$ cat src/rtl/uart_pkg.sv
// uart_pkg: shared definitions for the 7-bit UART receiver.
//   DATA_W          - data bits per frame
//   uart_state_t    - receiver FSM state encoding
//   PAR_EVEN/PAR_ODD - encoding of the parity-select input
//   exp_parity()    - parity bit a transmitter sends for given data and mode
package uart_pkg;

  localparam int DATA_W = 7;

  localparam logic PAR_EVEN = 1'b0;
  localparam logic PAR_ODD  = 1'b1;

  typedef enum logic [2:0] {
    ST_IDLE      = 3'd0,
    ST_START     = 3'd1,
    ST_DATA      = 3'd2,
    ST_PARITY    = 3'd3,
    ST_STOP      = 3'd4,
    ST_WAIT_IDLE = 3'd5
  } uart_state_t;

  // Even parity makes the total count of ones even, odd parity makes it odd.
  function automatic logic exp_parity(input logic [DATA_W-1:0] data,
                                      input logic              sel);
    return (^data) ^ (sel == PAR_ODD);
  endfunction

endpackage

$ cat src/rtl/uart_rx_sync.sv
// uart_rx_sync: two-flop synchronizer for the asynchronous serial line.
//   clk - receiver clock
//   rst - asynchronous active-low reset; both flops reset to 1 (line idle)
//   d   - asynchronous input
//   q   - synchronized output
module uart_rx_sync (
  input  logic clk,
  input  logic rst,
  input  logic d,
  output logic q
);

  logic meta_r;
  logic sync_r;

  // Two-stage capture; reset to the idle-high level so no false start bit.
  always_ff @(posedge clk or negedge rst) begin
    if (!rst) begin
      meta_r <= 1'b1;
      sync_r <= 1'b1;
    end else begin
      meta_r <= d;
      sync_r <= meta_r;
    end
  end

  assign q = sync_r;

endmodule

$ cat src/rtl/uart_rx.sv
// uart_rx: UART receiver, frame = start(0), 7 data bits LSB first,
// parity, stop(1). Mid-bit sampling driven by a baud counter.
//   clk        - sole clock, rising edge
//   rst        - asynchronous active-low reset
//   rxd        - serial line (idle high, asynchronous)
//   p_s        - parity select (0 even, 1 odd), latched at start detection
//   dout       - last received data word
//   valid      - one-cycle pulse qualifying dout/parity_err/frame_err
//   busy       - high from start detection until back in IDLE
//   parity_err - parity mismatch on the last frame
//   frame_err  - stop bit sampled low on the last frame
module uart_rx
  import uart_pkg::*;
#(
  parameter int CLKS_PER_BIT = 16
) (
  input  logic              clk,
  input  logic              rst,
  input  logic              rxd,
  input  logic              p_s,
  output logic [DATA_W-1:0] dout,
  output logic              valid,
  output logic              busy,
  output logic              parity_err,
  output logic              frame_err
);

  localparam int             CW       = $clog2(CLKS_PER_BIT);
  localparam logic [CW-1:0]  HALF_M1  = CW'(CLKS_PER_BIT / 2 - 1);
  localparam logic [CW-1:0]  FULL_M1  = CW'(CLKS_PER_BIT - 1);
  localparam logic [CW-1:0]  CNT_ZERO = {CW{1'b0}};
  localparam logic [CW-1:0]  CNT_ONE  = CW'(1);

  logic              rx_s;
  uart_state_t       state_r, state_nxt;
  logic [CW-1:0]     cnt_r, cnt_nxt;
  logic [2:0]        bit_idx_r, bit_idx_nxt;
  logic [DATA_W-1:0] shift_r;
  logic              par_sel_r;
  logic              par_bad_r;
  logic              stop_bad_r;
  logic              done_r;
  logic              start_s, shift_en_s, par_en_s, stop_en_s;
  logic [DATA_W-1:0] dout_r;
  logic              valid_r, busy_r, parity_err_r, frame_err_r;

  uart_rx_sync u_sync (
    .clk (clk),
    .rst (rst),
    .d   (rxd),
    .q   (rx_s)
  );

  // FSM state, baud counter and bit index registers.
  always_ff @(posedge clk or negedge rst) begin
    if (!rst) begin
      state_r   <= ST_IDLE;
      cnt_r     <= CNT_ZERO;
      bit_idx_r <= 3'd0;
    end else begin
      state_r   <= state_nxt;
      cnt_r     <= cnt_nxt;
      bit_idx_r <= bit_idx_nxt;
    end
  end

  // Next-state logic; the counter wraps to zero at every sample point.
  always_comb begin
    state_nxt   = state_r;
    cnt_nxt     = cnt_r;
    bit_idx_nxt = bit_idx_r;
    start_s     = 1'b0;
    shift_en_s  = 1'b0;
    par_en_s    = 1'b0;
    stop_en_s   = 1'b0;
    case (state_r)
      ST_IDLE: begin
        cnt_nxt = CNT_ZERO;
        if (!rx_s) begin
          state_nxt = ST_START;
          start_s   = 1'b1;
        end else begin
          state_nxt = ST_IDLE;
        end
      end
      ST_START: begin
        if (cnt_r == HALF_M1) begin
          cnt_nxt = CNT_ZERO;
          if (rx_s) begin
            state_nxt = ST_IDLE;      // glitch shorter than half a bit
          end else begin
            state_nxt   = ST_DATA;
            bit_idx_nxt = 3'd0;
          end
        end else begin
          cnt_nxt = cnt_r + CNT_ONE;
        end
      end
      ST_DATA: begin
        if (cnt_r == FULL_M1) begin
          cnt_nxt    = CNT_ZERO;
          shift_en_s = 1'b1;
          if (bit_idx_r == 3'd6) begin
            state_nxt = ST_PARITY;
          end else begin
            bit_idx_nxt = bit_idx_r + 3'd1;
          end
        end else begin
          cnt_nxt = cnt_r + CNT_ONE;
        end
      end
      ST_PARITY: begin
        if (cnt_r == FULL_M1) begin
          cnt_nxt   = CNT_ZERO;
          par_en_s  = 1'b1;
          state_nxt = ST_STOP;
        end else begin
          cnt_nxt = cnt_r + CNT_ONE;
        end
      end
      ST_STOP: begin
        if (cnt_r == FULL_M1) begin
          cnt_nxt   = CNT_ZERO;
          stop_en_s = 1'b1;
          if (rx_s) begin
            state_nxt = ST_IDLE;
          end else begin
            state_nxt = ST_WAIT_IDLE;
          end
        end else begin
          cnt_nxt = cnt_r + CNT_ONE;
        end
      end
      ST_WAIT_IDLE: begin
        cnt_nxt = CNT_ZERO;
        if (rx_s) begin
          state_nxt = ST_IDLE;
        end else begin
          state_nxt = ST_WAIT_IDLE;
        end
      end
      default: begin
        state_nxt = ST_IDLE;
        cnt_nxt   = CNT_ZERO;
      end
    endcase
  end

  // Frame datapath: parity mode latch, shift register, parity/stop results.
  always_ff @(posedge clk or negedge rst) begin
    if (!rst) begin
      par_sel_r  <= PAR_EVEN;
      shift_r    <= {DATA_W{1'b0}};
      par_bad_r  <= 1'b0;
      stop_bad_r <= 1'b0;
      done_r     <= 1'b0;
    end else begin
      if (start_s) begin
        par_sel_r <= p_s;
      end
      if (shift_en_s) begin
        shift_r <= {rx_s, shift_r[DATA_W-1:1]};
      end
      if (par_en_s) begin
        par_bad_r <= (rx_s != exp_parity(shift_r, par_sel_r));
      end
      if (stop_en_s) begin
        stop_bad_r <= ~rx_s;
      end
      // Results are published one clock after the stop sample.
      done_r <= stop_en_s;
    end
  end

  // Registered outputs; results hold until the next completed frame.
  always_ff @(posedge clk or negedge rst) begin
    if (!rst) begin
      dout_r       <= {DATA_W{1'b0}};
      valid_r      <= 1'b0;
      busy_r       <= 1'b0;
      parity_err_r <= 1'b0;
      frame_err_r  <= 1'b0;
    end else begin
      valid_r <= done_r;
      busy_r  <= (state_nxt != ST_IDLE);
      if (done_r) begin
        dout_r       <= shift_r;
        parity_err_r <= par_bad_r;
        frame_err_r  <= stop_bad_r;
      end
    end
  end

  assign dout       = dout_r;
  assign valid      = valid_r;
  assign busy       = busy_r;
  assign parity_err = parity_err_r;
  assign frame_err  = frame_err_r;

endmodule

$ cat config.mk
export PLATFORM = sky130hd
export DESIGN_NAME = uart_rx
export DESIGN_NICKNAME = d
export VERILOG_FILES = /design/src/rtl/uart_pkg.sv /design/src/rtl/uart_rx_sync.sv /design/src/rtl/uart_rx.sv
export SDC_FILE = /design/constraint.sdc
export NUM_CORES = 1
export LEC_CHECK = 0
export ABC_AREA = 1
export ABC_CLOCK_PERIOD_IN_PS = 3630
export CORE_AREA = 4 4 74 56
export DETAILED_ROUTE_END_ITERATION = 10
export DIE_AREA = 0 0 78 60
export PLACE_DENSITY_LB_ADDON = 0.1
export REMOVE_ABC_BUFFERS = 1
export SLEW_MARGIN = 10
export SYNTH_ARGS = -nofsm -noshare
export SYNTH_HDL_FRONTEND = slang
export SYNTH_HIERARCHICAL = 1
export SYNTH_SLANG_ARGS = --single-unit
export TNS_END_PERCENT = 100
$ cat constraint.sdc
create_clock -name clk -period 3.63 [get_ports clk]
set_input_delay 0.5445 -clock clk [delete_from_list [all_inputs] [get_ports clk]]
set_output_delay 0.5445 -clock clk [all_outputs]
set_load 0.05 [all_outputs]
## Word level (Yosys, flattened, before mapping)

Index checks and enable logic that the tools add are counted.

- Flip-flop bits (word level): 34
- Latch bits: 0
- Bits in writable memories: 0
- ROM bits: 0
- Input port bits: 4
- Logic and storage cells: 61
- Memories kept: 0

- Add/subtract/negate cells: 2
- Multipliers: 0
- Divide/modulo/power cells: 0
- $lt $le $gt $ge: 0
- Eq/ne operators: 13
- Shift-type cells: 0
- Multiplexer cells: 23
- Bitwise gates (word level): 2
- Reduce and logical (&&, ||, !) cells: 6

Operator list:

| kind | count |
|---|---|
| $mux W3 | 10 |
| $pmux W3 S6 | 1 |
| $eq A3 B3 Y1 const B | 3 |
| $mux W4 | 2 |
| $ne A2 B2 Y1 const B | 4 |
| $pmux W4 S2 | 1 |
| $mux W1 | 7 |
| $reduce_xor A7 Y1 | 1 |
| $eq A3 B2 Y1 const B | 2 |
| $pmux W3 S2 | 1 |
| $reduce_and A5 Y1 | 1 |
| $add A4 B1 Y4 const B | 1 |
| $eq A4 B3 Y1 const B | 1 |
| $eq A4 B4 Y1 const B | 1 |
| $add A3 B1 Y3 const B | 1 |
| $eq A3 B1 Y1 const B | 1 |
| $logic_not A3 Y1 | 1 |
| $reduce_bool A3 Y1 | 1 |
| $reduce_or A3 Y1 | 1 |
| $mux W2 | 1 |
| $reduce_bool A2 Y1 | 1 |
| $ne A1 B1 Y1 | 1 |
| $not A1 Y1 | 1 |
| $xor A1 B1 Y1 | 1 |

## Depth between registers and ports, before layout

Gate-level depths: netlist of run 1.

- Word-level depth: 5
- Gate-level depth with buffers: 10
- Gate-level depth less buffers: 10

## Cells and area by module

The synthesis of run 1 kept the hierarchy.

Modules (own cells, without submodules):

| module | instances | cells an instance | area each (sq um) | seq. area each (sq um) |
|---|---|---|---|---|
| uart_rx | 1 | 176 | 1,506.4 | 800.8 |
| uart_rx_sync | 1 | 2 | 52.6 | 52.6 |

## Least setup slack after synthesis of run 1

OpenSTA, ideal clock, no wires.

- Kind: reg2reg
- Start: reg cnt_r[0]
- End: reg bit_idx_r[0]
- Data arrival time: 1,198 ps
- Required time: 3,509 ps
- Slack: 2,311 ps
- Cell stages (with the launch flop): 10
- Buffers on the path: 0
- Clock period less this slack: 1,319 ps
- Cells stage by stage: dfrtp_1 ha_1 nand2_1 nor2_1 nor2_1 inv_2 nand2_2 nor2_4 nand3_1 o21ai_1

- Cells in the longest elaborated chain, start to end: 3
- Elaborated cells between the ends (all ways): 5
- Classes of those cells: eq/ne: 4; reduce/logical: 1

RTL lines:

| what | RTL line | RTL |
|---|---|---|
| from (decl) | uart_rx.sv:36 | `logic [CW-1:0] cnt_r, cnt_nxt;` |
| from (signal assigned) | uart_rx.sv:62 | `cnt_r <= cnt_nxt;` |
| $eq A4 B4 Y1 / $eq A4 B3 Y1 (equally long branches) | uart_rx.sv:100, uart_rx.sv:87 |  |
| $ne A2 B2 Y1 (no line) | -- |  |
| $reduce_and A5 Y1 (no line) (*) | -- |  |
| to (signal assigned) | uart_rx.sv:63 | `bit_idx_r <= bit_idx_nxt;` |
| to (decl) | uart_rx.sv:37 | `logic [2:0] bit_idx_r, bit_idx_nxt;` |

Mark *: on every way between the ends. The rest lies on a longest branch, timed or not.
A chain may end at the register's enable or synchronous reset.

## Worst setup path in the final report of run 1

- Start: reg dout_r[5], in the netlist dout[5]
- End: out dout[5]

RTL lines:

| what | RTL line | RTL |
|---|---|---|
| from (decl) | uart_rx.sv:44 | `logic [DATA_W-1:0] dout_r;` |
| from (signal assigned) | uart_rx.sv:178 | `dout_r <= {DATA_W{1'b0}};` |
| from (signal assigned) | uart_rx.sv:187 | `dout_r <= shift_r;` |
| to (decl) | uart_rx.sv:21 | `output logic [DATA_W-1:0] dout,` |

No word-level cell between the ends.

==> metrics.md, run 1 <==
| Metric | Value |
|---|---|
| Status | `complete, no violations` |
| Gp weighted congestion | `around 0.78` |
| Fillcell total | `310` |
| Total GRT Usage | `0.1447` |
| Cell count after synthesis | `178` |
| Grt met3 use | `0.04217` |
| # H-tree levels | `2` |
| Crit. Startpoint | `dout[5]$_DFFE_PN0P_` |
| Post-CTS Resized | `0` |
| Die Width | `just under 80 um` |
| Routed wire length | `2858 um` |
| Final critical-path setup slack | `1.640 ns` |
| Worst flop-to-flop path startpoint | `cnt_r[0]$_DFF_PN0_` |
| Most common cell after layout, fill and taps aside | `nand2_1` |
| Bufs and invs on worst path | `1` |
| Pwr Density | `between 500 and 600 nW/um^2` |
| Met1 Usage GRT | `0.1848` |
| Post-CTS Setup Inserts | `0` |
| Antenna Cells | `0` |
| Peak VDD IR | `341.0 uV` |
| Clock sink count | `34` |
| I/O Buffers | `14` |
| Wire per inst | `11.52 um` |
| Crit start category | `flop` |
| Nets@finish | `about 200` |
| Layout Area Growth over Synthesis | `19.42%` |
| Hold Slack | `roughly 0.36 ns` |
| Post-Synth XOR/XNOR Area | `0.01685` |
| Setup tns final | `0 ns` |
| Pin count of the biggest net entering global routing | `35` |
| Initial Utilization | `0.4584` |
| WS Path Type | `flop to primary output` |
| Largest family of logic cells by synthesized area | `simple AND/OR/NAND/NOR gates` |
| CP Cell Sequence | `clkdlybuf4s50_1` |
| CTS root buffer | `clkbuf_8` |
| GRT overflow | `0` |
| Crit path time final | `slightly below 2 ns` |
| Synth Area in Compound Gates | `0.07785` |
| Core Box Area | `3401 sq um` |
| Required @ worst endpoint | `3.09 ns` |
| Die ar. | `4680 sq um` |
| Vias per std cell | `4.907` |
| First-pass GRT wire length | `5202 um` |
| CTS Buf Count | `5` |
| Hold Fails Final Rpt | `0` |
| Multi-input combinational cell area | `616.8 sq um` |
| Post-synthesis mux area share | `0.02167` |
| Syn avg cell area | `8.758 sq um` |
| Max Fanout on Critical Path | `2` |
| Syn. warnings | `6` |
| Layout cell share with drive strength beyond 1 | `0.1061` |
| Slowest Stage Delay on Critical Path | `approximately 0.8 ns` |
| Delay-heaviest family, CP | `buffers and inverters` |
| Via count | `1,217` |
| Starting DRC count in detailed routing | `53` |
| Slew of the pin with the lowest slew margin | `0.5340 ns` |
| Slew headroom | `0.6440` |
| Non-Filler Instances | `248` |
| Hold Path Class | `flop to flop` |
| Placed cells | `between 200 and 250` |
| Seq/Total Area, Yosys | `0.5474` |
| CTS Buffer Depth | `2` |
| Tot Pwr | `approximately 1100 uW` |
| GR Util met2 | `0.2378` |
| Crit path max-delay cell type | `clkdlybuf4s50_1` |
| DRC | `0` |
| Distinct cells, synth | `24` |
| R2R setup slack | `2.05 ns` |
| Syn Std Cell Area | `1559 sq um` |
| Initial antenna violation count | `0` |
| Post-route ant nets | `0` |
| Drt pass-1 iters | `4` |
| Most frequent cells in the layout | `40 x nand2_1, 32 x dfrtp_1, 22 x nor2_1, 17 x nand3_1, 17 x inv_1` |
| Crit end category | `primary output` |
| Post-synthesis register bit count | `34` |
| I/O Pins | `15` |
| Max-slew violation count | `0` |
| HPWL after DPL | `a little over 2000 um` |
| Simple-gate area share of the yosys netlist | `0.2552` |
| RSZ-0062 raised after global routing | `false` |
| Max Cap Viol | `0` |
| Hold path start | `u_sync/meta_r$_DFF_PN1_` |
| Setup Skew | `between 0.006 and 0.007 ns` |
| Yosys top cell area share | `0.5136` |
| Pleak | `around 0.00093 uW` |
| Area share of fa/ha/maj cells after synthesis | `0.02408` |
| Cell Rows | `18` |
| Pre-CTS WS | `1.955 ns` |
| Vias in the first global route | `1,191` |
| Die Y | `60 um` |
| Final setup viols | `0` |
| Gr busiest metal | `met2` |
| CTS tree | `yes` |
| Synth area leader | `dfrtp_1` |
| Sequential cell area | `around 850 sq um` |
| Maximum clock frequency | `502.6 MHz` |
| Cts hold-fix bufs | `0` |
| Clk_lat worst skew | `around 0.28 ns` |
| Data arrival, critical path | `1.45 ns` |
| Worst-path clk slew | `0.06 ns` |
| Fin crit share | `0.5481` |
| Main area contributors after synthesis | `dfrtp_1 51%, nand2_1 9.6%, nand3_1 5.5%, nor2_1 5.3%, inv_1 4.1%` |
-- synthesized netlist by cell type (all sizes together) --
library cell,number
nand2,41
dfrtp,32
nor2,24
inv,20
nand3,18
o21ai,12
a21oi,10
ha,3
mux2,3
nand4,3
xor2,3
buf,2
dfstp,2
nor3,2
clkbuf,1
nor3b,1
o21bai,1
-- path summary, 6_finish.rpt --
kind	to	cells past startpoint
max in group asynchronous	u_sync/meta_r$_DFF_PN1_	2
min	u_sync/q$_DFF_PN1_	0
min reg2reg	u_sync/q$_DFF_PN1_	0
max	dout[5]	1
max reg2reg	busy$_DFF_PN0_	7
min in group asynchronous	dout[0]$_DFFE_PN0P_	2
-- routing by layer --
metal	vias up	share of wire
met5	-	0
met4	0	0.0059
met3	2	0.061
met2	30	0.44
met1	574	0.49
li1	611	-
-- flip-flops by register name (all words and copies together) (netlist names), 3 cells and up --
name and flops:
dout 7, shift_r 7, cnt_r 4, bit_idx_r 3
state_r 3
-- per-stage QoR --
stage | area (sq um) | util
6_report | 1862 | 0.5475
5_1_grt | 1862 | 0.5475
4_1_cts | 1862 | 0.5475
3_5_place_dp | 1755 | 0.5162
3_3_place_gp | 1755 | 0.5162
2_1_floorplan | 1545 | -
-- kinds of logic (layout without fill, tap and decap cells) --
kind of cell / after synthesis / after routing
AO/OA/AOI/OAI: 23 / 23
XOR/XNOR: 3 / 3
adder cells (fa/ha/maj): 3 / 3
buffers and inverters: 23 / 43
flip-flops: 34 / 34
multiplexers: 3 / 3
AND/OR/NAND/NOR: 89 / 89
-- where the power goes --
group | leakage, uW | internal [uW] | total [uW] | switching, uW
Clock | 0.0000524 | 205 | 333 | 127
Combinational | 0.000418 | 93.8 | 266 | 172
Sequential | 0.000456 | 427 | 465 | 38.0
Total | 0.000926 | 726 | 1060 | 338
-- final cells by class --
| class | instances | area share |
|---|---|---|
| sequential | 34 | 0.4583 |
| clock buffer | 7 | 0.04099 |
| tap | 50 | 0.03360 |
| clock inverter | 1 | 0.01613 |
| multi-input combinational | 121 | 0.3313 |
| inverter | 20 | 0.04032 |
| timing repair buffer | 15 | 0.07930 |
No activity file was read; power rests on OpenSTA's default activity.
==> run 2, diff against run 1 <==
- ABC_CLOCK_PERIOD_IN_PS: 3630 -> 1900
- clock period: 3.63 -> 1.9 ns (I/O delays scaled with it)
==> run 2 against run 1 <==
Against the previous run:
- wire length rose by 0.28%
- clock skew increased by 0.00081 ns
- clock power up 52%
- combinational power increased by 87%
- core utilization fell by 0.33 points
- cell area fell by 0.61%
- clock-buffer cell count up 1
- sequential power grew 91%
==> metrics.md, run 2 (synthesis gave the netlist of run 1 again) <==
| Metric | Value |
|---|---|
| Status | `complete, no violations` |
| Pre-CTS WS | `0.4376 ns (-1.517 ns)` |
| Layout Area Growth over Synthesis | `18.70%` |
| Maximum clock frequency | `roughly 580 MHz` |
| Pin count of the biggest net entering global routing | `35 (unchanged)` |
| Post-CTS Setup Inserts | `0 (unchanged)` |
| Post-CTS Resized | `0 (unchanged)` |
| Layout cell share with drive strength beyond 1 | `0.1100 (+0.003939)` |
| Post-route cell area | `1851 sq um (-0.61%)` |
| Hold Slack | `0.3574 ns (-0.004652 ns)` |
| Hold Fails Final Rpt | `0 (unchanged)` |
| Crit path max-delay cell type | `clkdlybuf4s50_1` |
| Crit start category | `flop` |
| Dpl cell area | `1770 sq um (+0.86%)` |
| Hold Path Class | `flop to flop` |
| DRC | `0 (unchanged)` |
| Setup Skew | `0.007491 ns (+0.0008065 ns)` |
| Initial antenna violation count | `0 (unchanged)` |
| Total GRT Usage | `0.1473 (+0.002595)` |
| Wire per inst | `11.46 um (-0.52%)` |
| Routed wire length | `2866 um (+0.28%)` |
| Pleak | `0.0009240 uW (-0.22%)` |
| I/O Buffers | `14 (unchanged)` |
| Data arrival, critical path | `1.43 ns (-0.02 ns)` |
| Multi-input combinational cell area | `616.8 sq um (unchanged)` |
| CTS Buf Count | `5 (unchanged)` |
| Via count | `1,217 (unchanged)` |
| Antenna Cells | `0 (unchanged)` |
| Nets@finish | `206 (+0.98%)` |
| Initial Utilization | `0.4584 (unchanged)` |
| WS Path Type | `flop to primary output` |
| Crit path time final | `about 1.7 ns` |
| Bufs and invs on worst path | `1 (unchanged)` |
| Max Cap Viol | `0 (unchanged)` |
| Crit end category | `primary output` |
| Fillcell total | `322 (+3.9%)` |
| CTS root buffer | `clkbuf_8` |
| Required @ worst endpoint | `1.62 ns (-1.47 ns)` |
| Die Y | `60 um (unchanged)` |
| Pwr Density | `1023 nW/um^2 (+79%)` |
| Worst-path clk slew | `0.06 ns (about the same)` |
| Slew headroom | `0.6639 (+0.01989)` |
| Slowest Stage Delay on Critical Path | `0.81 ns (about the same)` |
| Final critical-path setup slack | `0.1804 ns (-1.460 ns)` |
| Cell Rows | `18 (unchanged)` |
| Setup tns final | `0 ns (unchanged)` |
| Cts hold-fix bufs | `0 (unchanged)` |
| Clk_lat worst skew | `0.28 ns (about the same)` |
| RSZ-0062 raised after global routing | `false` |
| GRT overflow | `0 (unchanged)` |
| Peak VDD IR | `459.2 uV (+35%)` |
| CTS tree | `yes` |
| Core Box Area | `3401 sq um (unchanged)` |
| I/O Pins | `15 (unchanged)` |
| Max-slew violation count | `0 (unchanged)` |
| Starting DRC count in detailed routing | `80 (+51%)` |
| Post-route ant nets | `0 (unchanged)` |
| Die ar. | `4680 sq um (unchanged)` |
| CTS Buffer Depth | `2 (unchanged)` |
| # H-tree levels | `2 (unchanged)` |
| Most common cell after layout, fill and taps aside | `nand2_1` |
| First-pass GRT wire length | `5285 um (+1.6%)` |
| Max Fanout on Critical Path | `2 (unchanged)` |
| Clock sink count | `34 (unchanged)` |
| Delay-heaviest family, CP | `buffers and inverters` |
| Drt pass-1 iters | `4 (unchanged)` |
| Final setup viols | `0 (unchanged)` |
| Die Width | `78 um (unchanged)` |
| Slew of the pin with the lowest slew margin | `0.5026 ns (-0.03141 ns)` |
| HPWL after DPL | `2043 um (-1.6%)` |
| CP Cell Sequence | `clkdlybuf4s50_1` |
| Sequential cell area | `853.3 sq um (unchanged)` |
| Gp weighted congestion | `0.8355 (+6.9%)` |
| Fin crit share | `0.9050` |
| Vias per std cell | `4.868 (-0.80%)` |
| Most frequent cells in the layout | `40 x nand2_1, 32 x dfrtp_1, 22 x nor2_1, 17 x nand3_1, 17 x inv_1` |
| Vias in the first global route | `1,210 (+1.6%)` |
-- run 2: cell types whose count changed in the layout (fill, tap and decap cells not counted) --
cell / previous run / this run
clkbuf_1: 2 / 3
bufinv_16: 1 / 0
buf_4: 1 / 3
-- run 2: layer usage --
layer	track usage	share of wire
met1	0.1948	0.50
met2	0.2305	0.43
met3	0.04669	0.064
met4	0.05237	0.0042
met5	0	0
-- run 2: cell type report --
| cell class | instances | share of cell area |
|---|---|---|
| flip-flops and latches | 34 | 0.4611 |
| multi-input cells | 121 | 0.3333 |
| repair buffers | 17 | 0.08790 |
| clock buffers | 8 | 0.04327 |
| inverters | 20 | 0.04057 |
| well taps | 50 | 0.03381 |
-- run 2: report_power, final --
group / leakage [uW] / switching [uW] / total [uW] / internal (uW)
clock network: 0.0000395 / 246 / 506 / 260
logic: 0.000429 / 318 / 497 / 179
registers: 0.000456 / 75.2 / 890 / 815
total: 0.000924 / 639 / 1890 / 1250
-- run 2: through the flow --
step | utilization | power [uW] | instances
global route | 0.5442 | 2040 | 250
finish | 0.5442 | 1893 | 250
detailed placement | 0.5206 | 1402 | 242
global placement | 0.5206 | 1381 | 242
floorplan | - | 1274 | 175
CTS | 0.5442 | 1915 | 250
-- run 2: path summary, 6_finish.rpt --
path	from	end	slack (ns)	depth (start not counted)
min in group asynchronous	rst	dout[1]$_DFFE_PN0P_	0.42	2
max	dout[6]$_DFFE_PN0P_	dout[6]	0.18	1
min	u_sync/meta_r$_DFF_PN1_	u_sync/q$_DFF_PN1_	0.36	0
max reg2reg	cnt_r[0]$_DFF_PN0_	busy$_DFF_PN0_	0.43	6
max in group asynchronous	rst	u_sync/q$_DFF_PN1_	1.13	2
min reg2reg	u_sync/meta_r$_DFF_PN1_	u_sync/q$_DFF_PN1_	0.36	0
==> run 3, diff against run 2 <==
- RECOVER_POWER: not set -> 25
==> run 3 against run 2 <==
Against the previous run:
- worst setup slack barely moved
- sequential power barely moved
- first-iteration DRC count did not move
- maximum frequency barely moved
- worst hold slack barely moved
- final cell count did not move
- cell area fell by 0.14%
- critical endpoint unchanged
- largest power group unchanged
- highest routed layer unchanged
==> metrics.md, run 3 (synthesis gave the netlist of run 1 again) <==
| Metric | Value |
|---|---|
| Die Width | `78 um (unchanged)` |
| Routed wire length | `2876 um (+0.35%)` |
| Pin count of the biggest net entering global routing | `35 (unchanged)` |
| CTS Buffer Depth | `2 (unchanged)` |
| Combinational share of power | `0.262 (about the same)` |
| Final core utilization | `0.5434 (-0.0007360)` |
| Crit. Startpoint | `dout[6]$_DFFE_PN0P_` |
| CP Cell Sequence | `clkdlybuf4s50_1` |
| Pwr Density | `1024 nW/um^2 (about the same)` |
| Cts hold-fix bufs | `0 (unchanged)` |
| Initial antenna violation count | `0 (unchanged)` |
| Crit path time final | `1.720 ns (+0.00002300 ns)` |
| Bufs and invs on worst path | `1 (unchanged)` |
| Data arrival, critical path | `1.43 ns (about the same)` |
| Clk_lat worst skew | `0.28 ns (about the same)` |
| Hold path start | `u_sync/meta_r$_DFF_PN1_` |
| WS Path Type | `flop to primary output` |
| I/O Pins | `15 (unchanged)` |
| Setup Skew | `0.007466 ns (-0.00002592 ns)` |
| R2R setup slack | `0.43 ns (about the same)` |
| Slowest Stage Delay on Critical Path | `0.81 ns (about the same)` |
| CTS Buf Count | `5 (unchanged)` |
| CP Depth | `1 (unchanged)` |
| Switching Share | `0.3381 (+0.0004224)` |
| Most frequent cells in the layout | `40 x nand2_1, 32 x dfrtp_1, 22 x nor2_1, 17 x nand3_1, 17 x inv_1` |
| Setup crit end | `dout[6]` |
| Worst flop-to-flop path startpoint | `cnt_r[0]$_DFF_PN0_` |
| Antenna Cells | `0 (unchanged)` |
| Peak VDD IR | `459.2 uV (about the same)` |
| HPWL after DPL | `2043 um (unchanged)` |
| Gp weighted congestion | `0.8355 (unchanged)` |
| Fin crit share | `0.9050 (about the same)` |
| Post-CTS Setup Inserts | `0 (unchanged)` |
| Setup tns final | `0 ns (unchanged)` |
| Pleak | `0.0009239 uW (about the same)` |
| Slew of the pin with the lowest slew margin | `0.8365 ns (+0.3338 ns)` |
| Drt pass-1 iters | `4 (unchanged)` |
| Int Power | `1252 uW (-0.12%)` |
| Wire per inst | `11.50 um (+0.35%)` |
| Status | `complete, no violations` |
| Hold Slack | `0.3574 ns (+0.00001200 ns)` |
| Die ar. | `4680 sq um (unchanged)` |
| Vias in the first global route | `1,210 (unchanged)` |
| Max Fanout on Critical Path | `2 (unchanged)` |
| Tot Pwr | `1892 uW (about the same)` |
| Slew headroom | `0.4424 (-0.2215)` |
| Crit start category | `flop` |
| Clock share of power | `0.268 (about the same)` |
| Layout Area Growth over Synthesis | `18.54%` |
| Crit end category | `primary output` |
| Fillcell total | `322 (unchanged)` |
| Delay-heaviest family, CP | `buffers and inverters` |
| RSZ-0062 raised after global routing | `false` |
| Vias per std cell | `4.916 (+0.99%)` |
| CTS root buffer | `clkbuf_8` |
| Most common cell after layout, fill and taps aside | `nand2_1` |
| Post-route ant nets | `0 (unchanged)` |
| Hold Path Class | `flop to flop` |
| Max Cap Viol | `0 (unchanged)` |
| Clock sink count | `34 (unchanged)` |
| Layout cell share with drive strength beyond 1 | `0.1100 (unchanged)` |
| Maximum clock frequency | `581.5 MHz (about the same)` |
| Die Y | `60 um (unchanged)` |
| Initial Utilization | `0.4584 (unchanged)` |
| Crit path max-delay cell type | `clkdlybuf4s50_1` |
| I/O Buffers | `14 (unchanged)` |
| CTS tree | `yes` |
| Total GRT Usage | `0.1473 (unchanged)` |
| DRC | `0 (unchanged)` |
| NetSw | `639.8 uW (about the same)` |
| First-pass GRT wire length | `5285 um (unchanged)` |
| Nets@finish | `206 (unchanged)` |
| Cell Rows | `18 (unchanged)` |
| Worst r2r path cells | `6 (unchanged)` |
| Via count | `1,229 (+0.99%)` |
| Max-slew violation count | `0 (unchanged)` |
| Post-CTS Resized | `0 (unchanged)` |
| Worst-path clk slew | `0.06 ns (about the same)` |
| Core Box Area | `3401 sq um (unchanged)` |
| GRT overflow | `0 (unchanged)` |
| # H-tree levels | `2 (unchanged)` |
| Hold Fails Final Rpt | `0 (unchanged)` |
| Final setup viols | `0 (unchanged)` |
| Seq pwr share | `0.471 (about the same)` |
| Reg2reg end | `busy$_DFF_PN0_` |
| Starting DRC count in detailed routing | `80 (unchanged)` |
| Required @ worst endpoint | `1.62 ns (about the same)` |
[run 3: cell types whose count changed in the layout (fill, tap and decap cells not counted)]
cell	delta
clkdlybuf4s50_1	-2
dlygate4sd3_1	+2
buf_4	-1
clkbuf_2	+1
[run 3: worst min-delay path by stage]
stage	endpoint	slack [ns]	depth (start not counted)
2_1_floorplan	bit_idx_r[0]$_DFFE_PN0P_	-0.01	0
6_report	u_sync/q$_DFF_PN1_	0.36	0
5_1_grt	u_sync/q$_DFF_PN1_	0.37	0
3_3_place_gp	u_sync/q$_DFF_PN1_	0.35	0
3_5_place_dp	u_sync/q$_DFF_PN1_	0.35	0
4_1_cts	u_sync/q$_DFF_PN1_	0.36	0
[run 3: metal layers]
layer  vias to the layer above  global-route usage  part of all wire
li1                        616                   -                 -
met1                       586              0.1948              0.50
met2                        25              0.2305              0.43
met3                         2             0.04669             0.061
met4                         0             0.05237            0.0042
met5                         -                   0                 0
[run 3: power by group through the flow]
stage | Combinational [uW] | Sequential, uW | Clock, uW
after floorplan | 354 | 919 | 0
after global placement | 484 | 897 | 0
after detailed placement | 502 | 900 | 0
after CTS | 504 | 890 | 521
after global routing | 576 | 903 | 559
final | 495 | 891 | 506
[run 3: stage by stage]
step,instances,instance area [sq um],worst slack [ns]
2_1_floorplan,175,1545,0.5556
3_3_place_gp,242,1770,0.4705
3_5_place_dp,242,1770,0.4376
4_1_cts,250,1851,0.1673
5_1_grt,250,1848,0.1222
6_report,250,1848,0.1804
[run 3: final cells by class]
cell class | instances | area, sq um | share of cell area
inverter | 20 | 75.07 | 0.04062
timing repair buffer | 17 | 160.2 | 0.08666
multi-input combinational | 121 | 616.8 | 0.3338
clock buffer | 8 | 80.08 | 0.04333
tap | 50 | 62.56 | 0.03385
sequential | 34 | 853.3 | 0.4617
